==> config.mk <==
export PLATFORM = sky130hd
export DESIGN_NAME = gpr_wb_arbiter
export DESIGN_NICKNAME = d
export VERILOG_FILES = /design/src/rtl/gpr_wb_arbiter.sv
export SDC_FILE = /design/constraint.sdc
export NUM_CORES = 1
export LEC_CHECK = 0
export BUFFER_PORTS_ARGS = -buffer_cell sky130_fd_sc_hd__buf_2
export CAP_MARGIN = 10
export CORE_MARGIN = 1
export CORE_UTILIZATION = 46
export DETAILED_ROUTE_END_ITERATION = 16
export GPL_TIMING_DRIVEN = 0
export PLACE_DENSITY = 0.81
export SLEW_MARGIN = 10
export SYNTH_ARGS = -nofsm -noshare
export SYNTH_HDL_FRONTEND = slang
export SYNTH_SLANG_ARGS = --single-unit
==> constraint.sdc <==
create_clock -name clk -period 3.9 [get_ports clk]
set_input_delay 0.39 -clock clk [delete_from_list [all_inputs] [get_ports clk]]
set_output_delay 0.39 -clock clk [all_outputs]
set_load 0.05 [all_outputs]
==> src/rtl/gpr_wb_arbiter.sv <==
// Round-robin arbiter sharing the GPR write port among three writeback sources, with a RAW busy scoreboard.
// Optional write-stage forwarding ports are built when GPR_WB_FORWARD_EN is defined.
`ifndef XLEN
`define XLEN 32
`endif

module gpr_wb_arbiter #(
  parameter int XLEN = `XLEN
) (
  input  logic              clk,
  input  logic              rst,
  input  logic [2:0]        i_req_valid,
  input  logic [14:0]       i_req_addr,
  input  logic [3*XLEN-1:0] i_req_data,
  output logic [2:0]        o_req_ready,
  input  logic              i_issue_flag,
  input  logic [4:0]        i_issue_addr,
  output logic              o_write_flag,
  output logic [4:0]        o_write_addr,
  output logic [XLEN-1:0]   o_write_data,
  output logic [31:0]       o_busy
`ifdef GPR_WB_FORWARD_EN
  ,
  input  logic [4:0]        i_fwd_addr1,
  input  logic [4:0]        i_fwd_addr2,
  output logic              o_fwd_hit1,
  output logic              o_fwd_hit2,
  output logic [XLEN-1:0]   o_fwd_data1,
  output logic [XLEN-1:0]   o_fwd_data2
`endif
);

  logic [1:0]      ptr;
  logic [1:0]      gidx;
  logic [1:0]      cand;
  logic [2:0]      sum;
  logic [2:0]      grant;
  logic            xfer;
  logic [4:0]      sel_addr;
  logic [XLEN-1:0] sel_data;
  logic [31:0]     busy_next;

  // Walk the priority order backwards so the highest-priority valid requester is the last one assigned.
  always_comb begin
    grant = '0;
    gidx  = 2'd0;
    sum   = '0;
    cand  = 2'd0;
    if (rst) begin
      for (int i = 2; i >= 0; i--) begin
        sum = {1'b0, ptr} + 3'(i);
        if (sum >= 3'd3) sum = sum - 3'd3;
        cand = sum[1:0];
        if (i_req_valid[cand]) begin
          grant = 3'b001 << cand;
          gidx  = cand;
        end
      end
    end
  end

  assign o_req_ready = grant;
  assign xfer        = |grant;

  always_comb begin
    case (gidx)
      2'd1:    begin sel_addr = i_req_addr[9:5];   sel_data = i_req_data[2*XLEN-1:XLEN];   end
      2'd2:    begin sel_addr = i_req_addr[14:10]; sel_data = i_req_data[3*XLEN-1:2*XLEN]; end
      default: begin sel_addr = i_req_addr[4:0];   sel_data = i_req_data[XLEN-1:0];        end
    endcase
  end

  // Retiring write clears first so a same-cycle issue to the same register keeps it busy.
  always_comb begin
    busy_next = o_busy;
    if (o_write_flag) busy_next[o_write_addr] = 1'b0;
    if (i_issue_flag) busy_next[i_issue_addr] = 1'b1;
    busy_next[0] = 1'b0;
  end

  always_ff @(posedge clk) begin
    if (!rst) begin
      ptr          <= 2'd0;
      o_write_flag <= 1'b0;
      o_write_addr <= 5'd0;
      o_write_data <= '0;
      o_busy       <= '0;
    end else begin
      o_busy       <= busy_next;
      o_write_flag <= xfer && (sel_addr != 5'd0);
      if (xfer) begin
        ptr <= (gidx == 2'd2) ? 2'd0 : gidx + 2'd1;
        if (sel_addr != 5'd0) begin
          o_write_addr <= sel_addr;
          o_write_data <= sel_data;
        end
      end
    end
  end

`ifdef GPR_WB_FORWARD_EN
  assign o_fwd_hit1  = o_write_flag && (o_write_addr == i_fwd_addr1) && (i_fwd_addr1 != 5'd0);
  assign o_fwd_hit2  = o_write_flag && (o_write_addr == i_fwd_addr2) && (i_fwd_addr2 != 5'd0);
  assign o_fwd_data1 = o_fwd_hit1 ? o_write_data : '0;
  assign o_fwd_data2 = o_fwd_hit2 ? o_write_data : '0;
`endif

endmodule

# ---- Word-level counts from Yosys, hierarchy flattened
# Index checks and enable logic that the tools add are counted.
# W data, S select, Z words.
dict set report op_classes {
  add_sub_neg 6
  order_cmp 10
  n_eq_ne 2
  shift 3
  n_mux 29
  bitwise_logic 3
  reduce_logical 6
}
# op count
set ops {}
lappend ops {{$mux W32} 2}
lappend ops {{$pmux W32 S2} 1}
lappend ops {{$and A32 B32 Y32} 1}
lappend ops {{$not A32 Y32} 1}
lappend ops {{$or A32 B32 Y32} 1}
lappend ops {{$mux W2} 11}
lappend ops {{$lt A5 B6 Y1 const B} 2}
lappend ops {{$mux W3} 4}
lappend ops {{$demux W1 S5} 2}
lappend ops {{$ge A5 B1 Y1 const B} 2}
lappend ops {{$pmux W5 S2} 1}
lappend ops {{$lt A2 B3 Y1 const B} 3}
lappend ops {{$shl A1 B2 Y3 const A} 3}
lappend ops {{$bmux W1 S2} 3}
lappend ops {{$ge A3 B2 Y1 const B} 2}
lappend ops {{$sub A2 B2 Y2 const B} 3}
lappend ops {{$mux W1} 5}
lappend ops {{$reduce_bool A5 Y1} 1}
lappend ops {{$add A2 B1 Y3 const B} 1}
lappend ops {{$add A2 B2 Y3 const B} 1}
lappend ops {{$logic_and A1 B1 Y1} 3}
lappend ops {{$reduce_or A3 Y1} 1}
lappend ops {{$add A2 B1 Y2 const B} 1}
lappend ops {{$eq A2 B1 Y1 const B} 1}
lappend ops {{3 further kinds} 3}
dict set report word_totals {
  reg_bits 72
  input_bits 122
  output_inout_bits 73
  word_cells 65
}

# ---- Longest topological paths before layout
dict set report depth {
  depth_word 14
  ltp_mapped 17
  depth_no_buf 13
}

# ---- Worst setup path after synthesis
# Ideal clock, no wire load.
dict set report synth_path {
  path_kind {reg2reg}
  startpoint {register ptr[0]}
  endpoint {register o_write_data[17]}
  setup_time_ns 0.072
  arrival_time_ns 3.239
  required_time_ns 3.828
  path_slack_ns 0.590
  stages_incl_launch_ff 17
  n_path_buf 3
  period_less_slack_ns 3.310
  path_cell_list {dfxtp_1 > inv_1 > ha_1 > nor2b_1 > o221ai_1 > or2_1 > inv_1 > ha_1 > clkbuf_1 > a22oi_1 > nor2_1 > a21oi_1 > and3_1 > a31oi_2 > buf_6 > buf_6 > mux2i_1}
}
dict set report synth_between {
  elab_cells_between_ends 38
  classes_between {add/sub (5); order compare (3); eq/ne (2); shift (3); mux (22); reduce/logical (3)}
}
# element line
set synth_rtl {}
lappend synth_rtl {{from (decl)} 33} ;# logic [1:0] ptr;
lappend synth_rtl {{from (signal assigned)} 92} ;# ptr <= (gidx == 2'd2) ? 2'd0 : gidx + 2'd1;
lappend synth_rtl {{$add A2 B2 Y3} 51} ;# sum = {1'b0, ptr} + 3'(i);
lappend synth_rtl {{$ge A3 B2 Y1 / $sub A2 B2 Y2 (equally long branches)} 52} ;# if (sum >= 3'd3) sum = sum - 3'd3;
lappend synth_rtl {{$mux W2} 52}
lappend synth_rtl {{$mux W2} 49} ;# if (rst) begin
lappend synth_rtl {{$bmux W1 S2} 54} ;# if (i_req_valid[cand]) begin
lappend synth_rtl {{$mux W1 (not written as such)} 54}
lappend synth_rtl {{$mux W3 (2 in series)} 54}
lappend synth_rtl {{$mux W3 (*)} 54}
lappend synth_rtl {{$mux W3 (*)} 49}
lappend synth_rtl {{net o_req_ready[2]} 15} ;# output logic [2:0] o_req_ready,
lappend synth_rtl {{$reduce_or A3 Y1 (*)} 63} ;# assign xfer = |grant;
lappend synth_rtl {{$reduce_and A2 Y1 (no source line) (*)} -}
lappend synth_rtl {{to (signal assigned)} 95} ;# o_write_data <= sel_data;
lappend synth_rtl {{to (decl)} 20} ;# output logic [XLEN-1:0] o_write_data,
# The timed path passes the listed nets; every way through them passes the cells marked *. The select of a mux whose other input is x is not followed.
# A chain may end at the register's enable or synchronous reset.

# ---- Final worst setup path
dict set report layout_path {
  startpoint {register ptr[0]}
  endpoint {register o_write_data[20]}
}
dict set report layout_between {
  elab_chain_cells 14
  elab_cells_between_ends 38
  classes_between {add/sub (5); order compare (3); eq/ne (2); shift (3); mux (22); reduce/logical (3)}
}
# element line
set layout_lines {}
lappend layout_lines {{$add A2 B2 Y3} 51}
lappend layout_lines {{$ge A3 B2 Y1 / $sub A2 B2 Y2 (equally long branches)} 52}
lappend layout_lines {{$mux W2} 52}
lappend layout_lines {{$mux W2} 49}
lappend layout_lines {{$bmux W1 S2} 54}
lappend layout_lines {{$mux W1 (not written as such)} 54}
lappend layout_lines {{$mux W2 (3 in series)} 54}
lappend layout_lines {{$mux W2} 49}
lappend layout_lines {{$eq A2 B2 Y1 / $eq A2 B1 Y1 (equally long branches)} 66} ;# case (gidx)
lappend layout_lines {{$pmux W5 S2} 66}
lappend layout_lines {{$reduce_bool A5 Y1} 93} ;# if (sel_addr != 5'd0) begin
lappend layout_lines {{$reduce_and A2 Y1 (no source line)} -}
# Parallel ways exist; a longest one is shown, timed or not. The select of a mux whose other input is x is not followed.

==> reports/metrics.yaml <==
arrival_ps: 3820
gr-usage-met1_pct: 31.5
vias: 4174
vias_per_cell: 5.41
synth_edf_count: 0
core_um2: 7770
drt-initial-drc-count: 178
rsz0062_at_grt: "false"
cts.sink_count: 71
crit_required_ps: 4170
ys_seq_area_share_pct: 38.2
async_reset_ff_share_pct: 0
worstSetupEndpoint: "o_write_data[20]"
nFillCells: 707
synth_top_family_by_area: "compound AO/OA/AOI/OAI gates"
die_h_um: 92.0
multi_input_area_um2: 2110
powerDensity_nw_per_um2: 741
end_kind: "register"
stdcell_count: 771
ios: 195
grt_pass1_wl_um: 17900
syn_inst: 461
grt_pass1_vias: 3843
r2r-start: "ptr[0]"
preCtsSetupSlack_ps: 177
place.gp.congestion: 0.872
gr-usage-met3_pct: 5.89
area_delta_synth_final_pct: 34.8
min_path_type: "in2reg"
worst_pin_slew_ps: 1170
hpwl_um: 8830
placed_cells: 755
ctsHtreeMaxLevel: 3
critPathLaunchType: "register"
routedWlPerCell_um: 14.9
io_buffers: 192
yosysTopAreaCell: "dfxtp_1"
drive_above_1_share_pct: 32.7
insertion_delay_ps: 340
ys_ff_latch: 71
synthMuxAreaShare_pct: 10.5
grt_usage_pct: 26.7
antenna_left: 0
rows: 32
timing.rr.end: "o_write_data[20]"
final.period_utilization_pct: 91.2
slew_violations: 0
path_clk_slew_ps: 80
synth_fp_nets: 589
finalWorstPathRequiredPeriod_ps: 3560
antenna_found_initial: 0
power_w: 0.00372
cts_resized: 0
p_leak_nw: 2.29
r2r_cells: 14
synth_area_um2: 3720
path_class: "reg2reg"
holdBufCountCts: 0
synth-compound-area-share_pct: 26.2
finClkSkew_ps: 10.0
yosysWarnings: 0
post-route-drc-count: 0
synth_fa_ha_area_share_pct: 2.29
drv_cap: 0
dieArea_um2: 8460
ys_top_cells_by_area: "dfxtp_1 (38%), mux2i_1 (10%), nand2_1 (7.7%)"
ff_latch_area_um2: 1420
crit_start: "ptr[0]"
layout_commonest_cell: "buf_2"
worst_slack_ps: 343
yosys.area_share.simple_pct: 17.6
fin_nets: 792
diodes: 0
first_pass_iters: 5
overflow: 0
setup_violations: 0
r2r_slack_ps: 340
cts_buffers: 9
max_slew_margin_pct: 21.7
yosysTopAreaCellShare_pct: 38.2
layout_common_cells: "buf_2 (194), nand2_1 (76), dfxtp_1 (71)"
avgSynthCellArea_um2: 8.07
clock-root-buffer: "clkbuf_8"
synth_xor_area_share_pct: 0
utilization_pct: 64.6
synth_cell_types: 35
use_met2_pct: 47.7
outcome: "finished clean"
die_w_um: 92.0
max_freq_ghz: 0.281
cp_max_fo: 10
final-hold-violation-count: 0
clockBufferDepth: 2
grt_max_degree: 13
drt-total-wl_um: 11500
start_util_pct: 47.9
global_route.peak_usage_layer: "met2"
cts_tree: "built"
dominantRegCellSynth: "dfxtp_1"
final.setup.tns_ps: 0
ir_worst_vdd_uv: 429
kinds of logic (layout without fill, tap and decap cells):
kind of cell	Yosys count	count (layout)
compound gates	151	151
fa+ha+maj	7	7
buf+inv	41	249
flops	71	71
mux	39	39
other cells	1	1
simple gates	151	151
worst max-delay path, cell delays in order, from the launching register on:
cell	delay, ps
dfxtp_1	370
inv_1	60
ha_1	390
nor4b_1	250
o21ai_0	170
a31oi_2	330
ha_1	510
a22oi_1	180
nor2_1	130
a21oi_1	70
and3_1	200
a31oi_2	230
buf_6	200
buf_6	180
mux2i_1	210
what timing repair did:
action / 4_1_cts / 5_1_grt
hold endpoints to repair: 0 / 0
buffers inserted: 0 / 2
setup endpoints to repair: 0 / 30
cell type report:
cell class | instances | area share [%]
multi-input cells | 349 | 42.1
plain buffers | 33 | 3.19
clock buffers | 11 | 2.82
well taps | 102 | 2.54
repair buffers | 194 | 19.5
clock inverters | 5 | 1.12
inverters | 6 | 0.449
flip-flops and latches | 71 | 28.3
synthesized netlist by cell type (3+ instances only):
library cell and n:
a22oi_1 37, and3_1 3, mux2i_1 39, ha_1 6, nor2b_1 4, o21ai_0 35
clkbuf_1 27, buf_6 4, nor2_1 46, a21boi_1 24, nor3b_1 4, a21boi_0 7
nand3_1 4, nand2_1 76, dfxtp_1 71, a21oi_1 39, nand3b_1 5, inv_1 6
registers in the layout (all words and copies together) (netlist names):
name          flops
o_busy           31
o_write_addr      5
o_write_data     32
o_write_flag      1
ptr               2
through the flow:
stage / hold slack, ps / instance area [um^2]
6_report: 332 / 5020
5_1_grt: 314 / 5020
4_1_cts: 318 / 5010
2_1_floorplan: 513 / 3720
3_5_place_dp: 446 / 4810
3_3_place_gp: 441 / 4810
per-layer routing:
layer	wire length [um]	vias up
met3	853	22
met2	5760	202
met5	0	-
met4	248	0
met1	4610	1922
li1	-	2028
report_power, final:
group | switching, W | leakage, nW | total [W] | internal, W
Sequential | 0.000127 | 0.582 | 0.00107 | 0.000941
Combinational | 0.00148 | 1.61 | 0.00207 | 0.000590
Clock | 0.000271 | 0.0997 | 0.000584 | 0.000313
worst min-delay path by stage:
stage,to,from,depth (start not counted),slack [ps]
after detailed placement,o_write_data[2],o_write_data[2],2,450
after global placement,o_write_data[12],o_write_data[12],2,440
after CTS,o_write_data[4],i_req_data[4],3,320
after global routing,o_write_data[21],i_req_data[21],3,310
final,o_write_data[13],i_req_data[13],3,330
after floorplan,ptr[1],ptr[1],2,510
No activity file was read; power rests on OpenSTA's default activity.
